**config.mk**
```make
export PLATFORM = sky130hd
export DESIGN_NAME = serial_frame_feeder_flat
export DESIGN_NICKNAME = d
export VERILOG_FILES = /design/src/rtl/serial_frame_feeder_if.sv /design/src/rtl/serial_frame_feeder.sv /design/src/flat_wrapper.sv
export SDC_FILE = /design/constraint.sdc
export NUM_CORES = 1
export LEC_CHECK = 0
export ABC_AREA = 1
export CORE_MARGIN = 1
export CORE_UTILIZATION = 48
export CTS_BUF_LIST = sky130_fd_sc_hd__clkbuf_8
export DETAILED_ROUTE_END_ITERATION = 8
export GPL_TIMING_DRIVEN = 0
export PLACE_DENSITY = 0.79
export SETUP_SLACK_MARGIN = 0.3
export SLEW_MARGIN = 20
export SYNTH_ARGS = -nofsm -noshare
export SYNTH_HDL_FRONTEND = slang
export SYNTH_SLANG_ARGS = --single-unit
```
**constraint.sdc**
```tcl
create_clock -name clk -period 1.59 [get_ports clk]
set_clock_uncertainty 0.05 [all_clocks]
set_input_delay 0.318 -clock clk [delete_from_list [all_inputs] [get_ports clk]]
set_output_delay 0.318 -clock clk [all_outputs]
set_load 0.05 [all_outputs]
```
**src/rtl/serial_frame_feeder_if.sv**
```systemverilog
// Load-side handshake bundle for serial_frame_feeder.
// Master offers words, slave (the feeder) accepts them.
interface serial_frame_feeder_if #(
   parameter int WIDTH = 8
);
   logic             load_valid;
   logic [WIDTH-1:0] load_data;
   logic             load_ready;

   modport master (
      output load_valid,
      output load_data,
      input  load_ready
   );

   modport slave (
      input  load_valid,
      input  load_data,
      output load_ready
   );
endinterface

```
**src/rtl/serial_frame_feeder.sv**
```systemverilog
// Parallel-to-serial feeder for bit-serial detectors.
// Streams words back to back with no idle bit between them.
module serial_frame_feeder #(
   parameter int   WIDTH     = 8,
   parameter bit   MSB_FIRST = 1'b1,
   parameter logic IDLE_BIT  = 1'b0
) (
   input  logic                 clk,
   input  logic                 rst,
   serial_frame_feeder_if.slave ld,
   input  logic                 en,
   output logic                 ser_out,
   output logic                 ser_valid,
   output logic                 busy,
   output logic                 done
);

   localparam int CW = $clog2(WIDTH);
   localparam logic [CW-1:0] LAST = CW'(WIDTH - 1);

   typedef enum logic {
      IDLE,
      SHIFT
   } state_t;

   state_t           state_q;
   state_t           state_d;
   logic [CW-1:0]    count_q;
   logic [CW-1:0]    count_d;
   logic [WIDTH-1:0] sreg_q;
   logic [WIDTH-1:0] sreg_d;
   logic             ser_d;
   logic             done_d;
   logic             last;
   logic             accept;
   logic             load_first;
   logic             sreg_first;
   logic [WIDTH-1:0] load_rest;
   logic [WIDTH-1:0] sreg_rest;

   // The shift register always holds the bits still to be sent,
   // with the next one at the end selected by the bit order.
   generate
      if (MSB_FIRST) begin : g_msb
         assign load_first = ld.load_data[WIDTH-1];
         assign load_rest  = {ld.load_data[WIDTH-2:0], 1'b0};
         assign sreg_first = sreg_q[WIDTH-1];
         assign sreg_rest  = {sreg_q[WIDTH-2:0], 1'b0};
      end else begin : g_lsb
         assign load_first = ld.load_data[0];
         assign load_rest  = {1'b0, ld.load_data[WIDTH-1:1]};
         assign sreg_first = sreg_q[0];
         assign sreg_rest  = {1'b0, sreg_q[WIDTH-1:1]};
      end
   endgenerate

   assign last   = (state_q == SHIFT) && (count_q == LAST);
   assign accept = ld.load_valid && ld.load_ready;

   // State register.
   always_ff @(posedge clk) begin
      if (rst) begin
         state_q <= IDLE;
      end else begin
         state_q <= state_d;
      end
   end

   // Next state: leave SHIFT only when the last bit goes out unreplaced.
   always_comb begin
      state_d = state_q;
      unique case (state_q)
         IDLE: begin
            if (accept) begin
               state_d = SHIFT;
            end
         end
         SHIFT: begin
            if (last && en && !accept) begin
               state_d = IDLE;
            end
         end
         default: state_d = IDLE;
      endcase
   end

   // Ready when idle, or when the last bit is leaving this edge.
   always_comb begin
      ld.load_ready = !rst &&
                      ((state_q == IDLE) || (last && en));
   end

   // Datapath next values: load, shift, or drop back to idle level.
   always_comb begin
      count_d = count_q;
      sreg_d  = sreg_q;
      ser_d   = ser_out;
      if (accept) begin
         count_d = '0;
         sreg_d  = load_rest;
         ser_d   = load_first;
      end else if ((state_q == SHIFT) && en) begin
         if (!last) begin
            count_d = count_q + 1'b1;
            sreg_d  = sreg_rest;
            ser_d   = sreg_first;
         end else begin
            count_d = '0;
            ser_d   = IDLE_BIT;
         end
      end
      done_d = (state_d == SHIFT) && (count_d == LAST);
   end

   // Datapath and registered status outputs.
   always_ff @(posedge clk) begin
      if (rst) begin
         count_q   <= '0;
         sreg_q    <= '0;
         ser_out   <= IDLE_BIT;
         ser_valid <= 1'b0;
         busy      <= 1'b0;
         done      <= 1'b0;
      end else begin
         count_q   <= count_d;
         sreg_q    <= sreg_d;
         ser_out   <= ser_d;
         ser_valid <= (state_d == SHIFT);
         busy      <= (state_d == SHIFT);
         done      <= done_d;
      end
   end

endmodule
```
**src/flat_wrapper.sv**
```systemverilog
// flat-port wrapper written by rule: the top's interface ports become plain ports
module serial_frame_feeder_flat 
#(
   parameter int   WIDTH     = 8,
   parameter bit   MSB_FIRST = 1'b1,
   parameter logic IDLE_BIT  = 1'b0
)
  (clk, rst, en, ser_out, ser_valid, busy, done, ld_load_valid, ld_load_data, ld_load_ready);
  serial_frame_feeder_if #(.WIDTH(WIDTH)) ld_i ();
  input  logic clk;
  input  logic rst;
  input  logic en;
  output logic ser_out;
  output logic ser_valid;
  output logic busy;
  output logic done;
  input wire logic [$bits(ld_i.load_valid)-1:0] ld_load_valid;
  input wire logic [$bits(ld_i.load_data)-1:0] ld_load_data;
  output wire logic [$bits(ld_i.load_ready)-1:0] ld_load_ready;
  assign ld_i.load_valid = ld_load_valid;
  assign ld_i.load_data = ld_load_data;
  assign ld_load_ready = ld_i.load_ready;
  serial_frame_feeder #(.WIDTH(WIDTH), .MSB_FIRST(MSB_FIRST), .IDLE_BIT(IDLE_BIT)) u_core (.clk(clk), .rst(rst), .ld(ld_i), .en(en), .ser_out(ser_out), .ser_valid(ser_valid), .busy(busy), .done(done));
endmodule
```
Word-level counts from Yosys, hierarchy flattened
Cells that the tools add are included.
{"block": "totals", "ff_bits": 13, "latch_bits": 0, "ramBits": 0, "romBits": 0, "input_bits": 12, "output_inout_bits": 5, "n_memories": 0}
{"block": "op_classes", "addsub": 1, "multipliers": 0, "div_mod_pow": 0, "order_cmp": 0, "eq_ne": 3, "shifts": 0, "n_mux": 12, "bitwise_logic": 1, "n_reduce_logical": 12}
{"operator": "8-bit 2-to-1 mux", "n": 3}
{"operator": "3-bit 2-to-1 mux", "n": 3}
{"operator": "1-bit logical AND", "n": 7}
{"operator": "3-bit equality test, second input constant", "n": 2}
{"operator": "1-bit 2-to-1 mux", "n": 5}
{"operator": "3-bit by 1-bit adder with 3-bit output, second input constant", "n": 1}
{"operator": "1-bit logical NOT", "n": 2}
{"operator": "2-bit inequality test, second input constant", "n": 1}
{"operator": "1-bit case mux with 2 select lines", "n": 1}
{"operator": "2-bit AND reduction", "n": 1}
{"operator": "2-bit nonzero test", "n": 1}
{"operator": "1-bit logical OR", "n": 1}
{"operator": "1-bit inverter", "n": 1}

Longest topological paths before layout
{"block": "logic_depth", "word_depth": 11, "mapped_depth": 10, "ltp_nobuf": 10}

Worst setup path before layout
OpenSTA, ideal clock, no wires.
{"block": "synth_path", "kind": "register to register", "start": "reg u_core.count_q[0]", "end": "reg u_core.sreg_q[6]", "setup_time_ns": 0.059, "t_arrival_ns": 1.668, "slack_ns": -0.187, "stages_incl_launch_ff": 11, "period_less_slack_ns": 1.777, "path_cell_list": "dfxtp_1 -> ha_1 -> ha_1 -> nand2_2 -> nand2_2 -> inv_1 -> nor2_2 -> nand3_1 -> nand2_1 -> nand2_1 -> nand2_1"}
{"block": "synth_via", "elab_chain_len": 8, "word_cells_on_any_way": 10}
{"item": "start, declared", "line_no": "serial_frame_feeder.sv:28", "rtl": "logic [CW-1:0] count_q;"}
{"item": "start signal, assigned", "line_no": "serial_frame_feeder.sv:125", "rtl": "count_q <= count_d;"}
{"item": "3-bit equality test *", "line_no": "serial_frame_feeder.sv:57", "rtl": "assign last = (state_q == SHIFT) && (count_q == LAST);"}
{"item": "1-bit logical AND *", "line_no": "serial_frame_feeder.sv:57"}
{"item": "1-bit logical AND *", "line_no": "serial_frame_feeder.sv:90", "rtl": "((state_q == IDLE) || (last && en));"}
{"item": "1-bit logical OR *", "line_no": "serial_frame_feeder.sv:90"}
{"item": "1-bit logical AND *", "line_no": "serial_frame_feeder.sv:89", "rtl": "ld.load_ready = !rst &&"}
{"item": "named net ld_load_ready", "line_no": "flat_wrapper.sv:19", "rtl": "output wire logic [$bits(ld_i.load_ready)-1:0] ld_load_ready;"}
{"item": "1-bit logical AND *", "line_no": "serial_frame_feeder.sv:58", "rtl": "assign accept = ld.load_valid && ld.load_ready;"}
{"item": "2-bit inequality test (no source line) or 2-bit nonzero test (tied branches)"}
{"item": "2-bit AND reduction (no source line)"}
{"item": "end signal, assigned", "line_no": "serial_frame_feeder.sv:126", "rtl": "sreg_q <= sreg_d;"}
{"item": "end, declared", "line_no": "serial_frame_feeder.sv:30", "rtl": "logic [WIDTH-1:0] sreg_q;"}
The timed path passes the listed nets; every way through them passes the cells marked *.
A chain may end at the register's enable or synchronous reset.

Worst setup path after layout
{"block": "layout_path", "start": "reg u_core.count_q[1]", "end": "out ld_load_ready"}
{"block": "layout_via", "elab_chain_len": 5}
{"item": "3-bit equality test", "line_no": "serial_frame_feeder.sv:57"}
{"item": "1-bit logical AND", "line_no": "serial_frame_feeder.sv:57"}
{"item": "1-bit logical AND", "line_no": "serial_frame_feeder.sv:90"}
{"item": "1-bit logical OR", "line_no": "serial_frame_feeder.sv:90"}
{"item": "1-bit logical AND", "line_no": "serial_frame_feeder.sv:89"}
{"item": "end, declared", "line_no": "flat_wrapper.sv:19"}
Every way passes these cells.

==> summary.md <==
| Metric | Value |
|---|---|
| Status | `finished, violations left` |
| Failing checks | `negative setup slack` |
| CP Launch Point | `u_core.count_q[1]` |
| Final WL | `2.26 mm` |
| Residual DRC count | `0` |
| Largest net degree at the start of global routing | `11` |
| Hpwl dp | `949 um` |
| Synth warn | `0` |
| Mapped Area | `647 um^2` |
| Metal-1 WL | `915 um` |
| Commonest cells post-synth | `22 x nand2_1, 14 x nor2_1, 13 x dfxtp_1, 7 x nand3_1, 6 x inv_1` |
| Row cnt | `12` |
| Antenna cells | `0` |
| Area growth, synth to finish | `66.2%` |
| Setup violations, final | `5` |
| Drt wl/cell | `16.9 um` |
| Highest routed layer | `met4` |
| Clock buffer count from CTS | `3` |
| Grt total ovfl | `0` |
| Ports | `17` |
| Slew Limit Headroom | `0.752` |
| H-tree levels | `1` |
| Vias/cell | `5.87` |
| Area of the multi-input gates | `425 um^2` |
| DR iter-0 viols | `46` |
| Worst vdd ir | `590 uV` |
| Placer Congestion | `0.798` |
| Lkg Pwr | `0.000485 uW` |
| Setup CP Type | `reg -> out` |
| Clk root buf | `clkbuf_8` |
| Initial Util | `0.552` |
| Setup crit end kind | `output pin` |
| Most frequent cell after synthesis | `nand2_1` |
| Fillers | `47` |
| Worst Max-Slew Pin Slew | `0.368 ns` |
| Synth top area share | `0.402` |
| Worst slack, placed | `-0.726 ns` |
| Fin area | `1070 um^2` |
| Sequential share of the synthesized area | `0.402` |
| Hold Violations, Final | `0` |
| Routed Antenna Nets | `0` |
| Max-cap viol count | `0` |
| Max Slew Vio Count | `0` |
| Seq cells post-synth | `13` |
| WP data required | `1.22 ns` |
| Reg2Reg Depth | `11` |
| Hold crit path type | `reg -> reg` |
| Fin crit share | `1.06` |
| Synth area leaders | `dfxtp_1 40%, nand2_1 13%, nor2_1 8.1%` |
| Crit-path max FO | `2` |
| Core Region | `1170 um^2` |
| Initial antenna violation count | `0` |
| CTS tree | `built` |
| Number of global-route vias before repair | `705` |
| Die height | `38.7 um` |
| Routed wl met2 | `1.09 mm` |
| Async set-reset flop share out of synthesis | `0` |
| Sequential cell area | `267 um^2` |
| Power Total | `856 uW` |
| Synth Net Count | `102` |
| Hold_sp | `u_core.sreg_q[1]` |
| Final setup margin | `-0.0936 ns` |
| Clock Latency Late Sink | `0.24 ns` |
| First-pass GRT wire length | `3.17 mm` |
| Clk sinks | `13` |
| I/O Buffers | `16` |
| Area after DPL | `866 um^2` |
| Cells after Synth | `88` |
| CTS max path bufs | `2` |
| Min Tclk post-route | `1.68 ns` |
| Die extent in x | `38.7 um` |
| Reg clk slew, reported paths | `0.06 ns` |
| Routed via count | `787` |
| Total track usage | `0.323` |
| Main flop type after synthesis | `dfxtp_1` |
| Share of cells above drive strength 1 | `0.400` |
| Area leader, netlist | `dfxtp_1` |
| Pwr dens | `797 nW/um^2` |
| Critical path data arrival time | `1.32 ns` |
| Hold Path Depth | `2` |
| FMAX | `0.594 GHz` |
| First-pass DRT Iterations | `4` |
| Final #Nets | `135` |
| Post-synth EDFFs | `0` |
| Synth unique cells | `20` |
| Met3 WL | `181 um` |
| FF-to-FF Start | `u_core.count_q[1]` |
| Die Area | `1500 um^2` |
| RSZ-0062 raised after global routing | `yes` |
| Startpoint type of the worst setup path | `flip-flop` |
| Syn_area_per_cell | `7.35 um^2` |
[critical path, cell delays in order (launching register included)]
cell and delay [ns]:
dfxtp_2 0.35, ha_4 0.14, ha_4 0.14, nand2_4 0.05, nand2_4 0.08, inv_4 0.04, nor2_4 0.09, buf_6 0.17
[flip-flops by register name (all words and copies together) (netlist names)]
name,count
u_core.sreg_q,7
u_core.count_q,3
u_core.done,1
u_core.ser_out,1
u_core.ser_valid,1
[cell type report]
class	count	share of cell area
buffer	3	0.0221
clock buffer	3	0.0384
clock inverter	1	0.00349
inverter	7	0.0268
multi-input combinational	65	0.396
sequential	13	0.248
tap	14	0.0163
timing repair buffer	28	0.249
[path summary, 6_finish.rpt]
path                           end  slack (ns)
setup / recovery     ld_load_ready       -0.09
hold / removal    u_core.sreg_q[1]        0.43
setup reg to reg  u_core.sreg_q[2]       -0.07
hold reg to reg   u_core.sreg_q[1]        0.43
[cells in the final DEF (no fill, tap or decap), types with 3 or more instances in the layout]
cell             count
buf_2                4
buf_4                7
buf_6                8
clkbuf_8             3
clkdlybuf4s50_1     10
dfxtp_1             10
inv_1                6
nand2_1             19
nand2_2              4
nand2_4              4
nand3_1              3
nand3_2              4
nor2_1              13
o211ai_1             4
[repair_timing]
action                     in CTS  in global routing
resized for setup              44                  6
cloned                          1                  0
pin swaps                      11                  3
setup endpoints to repair      17                 17
buffers inserted                9                  2
hold buffers                    0                  0
[cell families after synthesis]
family	after synthesis	share of synthesized area
simple gates	54	0.393
flops	13	0.402
buf+inv	10	0.0774
compound gates	9	0.0890
fa+ha+maj	2	0.0387
[through the flow]
stage,cells,setup TNS (ns),util,hold slack [ns]
after detailed placement,118,-1.20,0.739,0.424
after CTS,132,-0.0590,0.901,0.422
after global routing,134,-0.675,0.918,0.439
after floorplan,88,0,-,0.333
final,134,-0.279,0.918,0.427
after global placement,118,-1.01,0.739,0.430
[per-layer routing]
| metal | track usage | up-vias |
|---|---|---|
| met5 | 0 | - |
| met4 | 0.181 | 0 |
| met3 | 0.0520 | 12 |
| met2 | 0.542 | 63 |
| met1 | 0.385 | 363 |
| li1 | - | 349 |
[where the power goes]
group,total (uW),switching [uW],internal (uW)
logic,205,110,94.5
clock network,296,126,171
registers,355,12.9,342
total,856,249,607
Note: power is estimated with default switching activity, not from simulation.
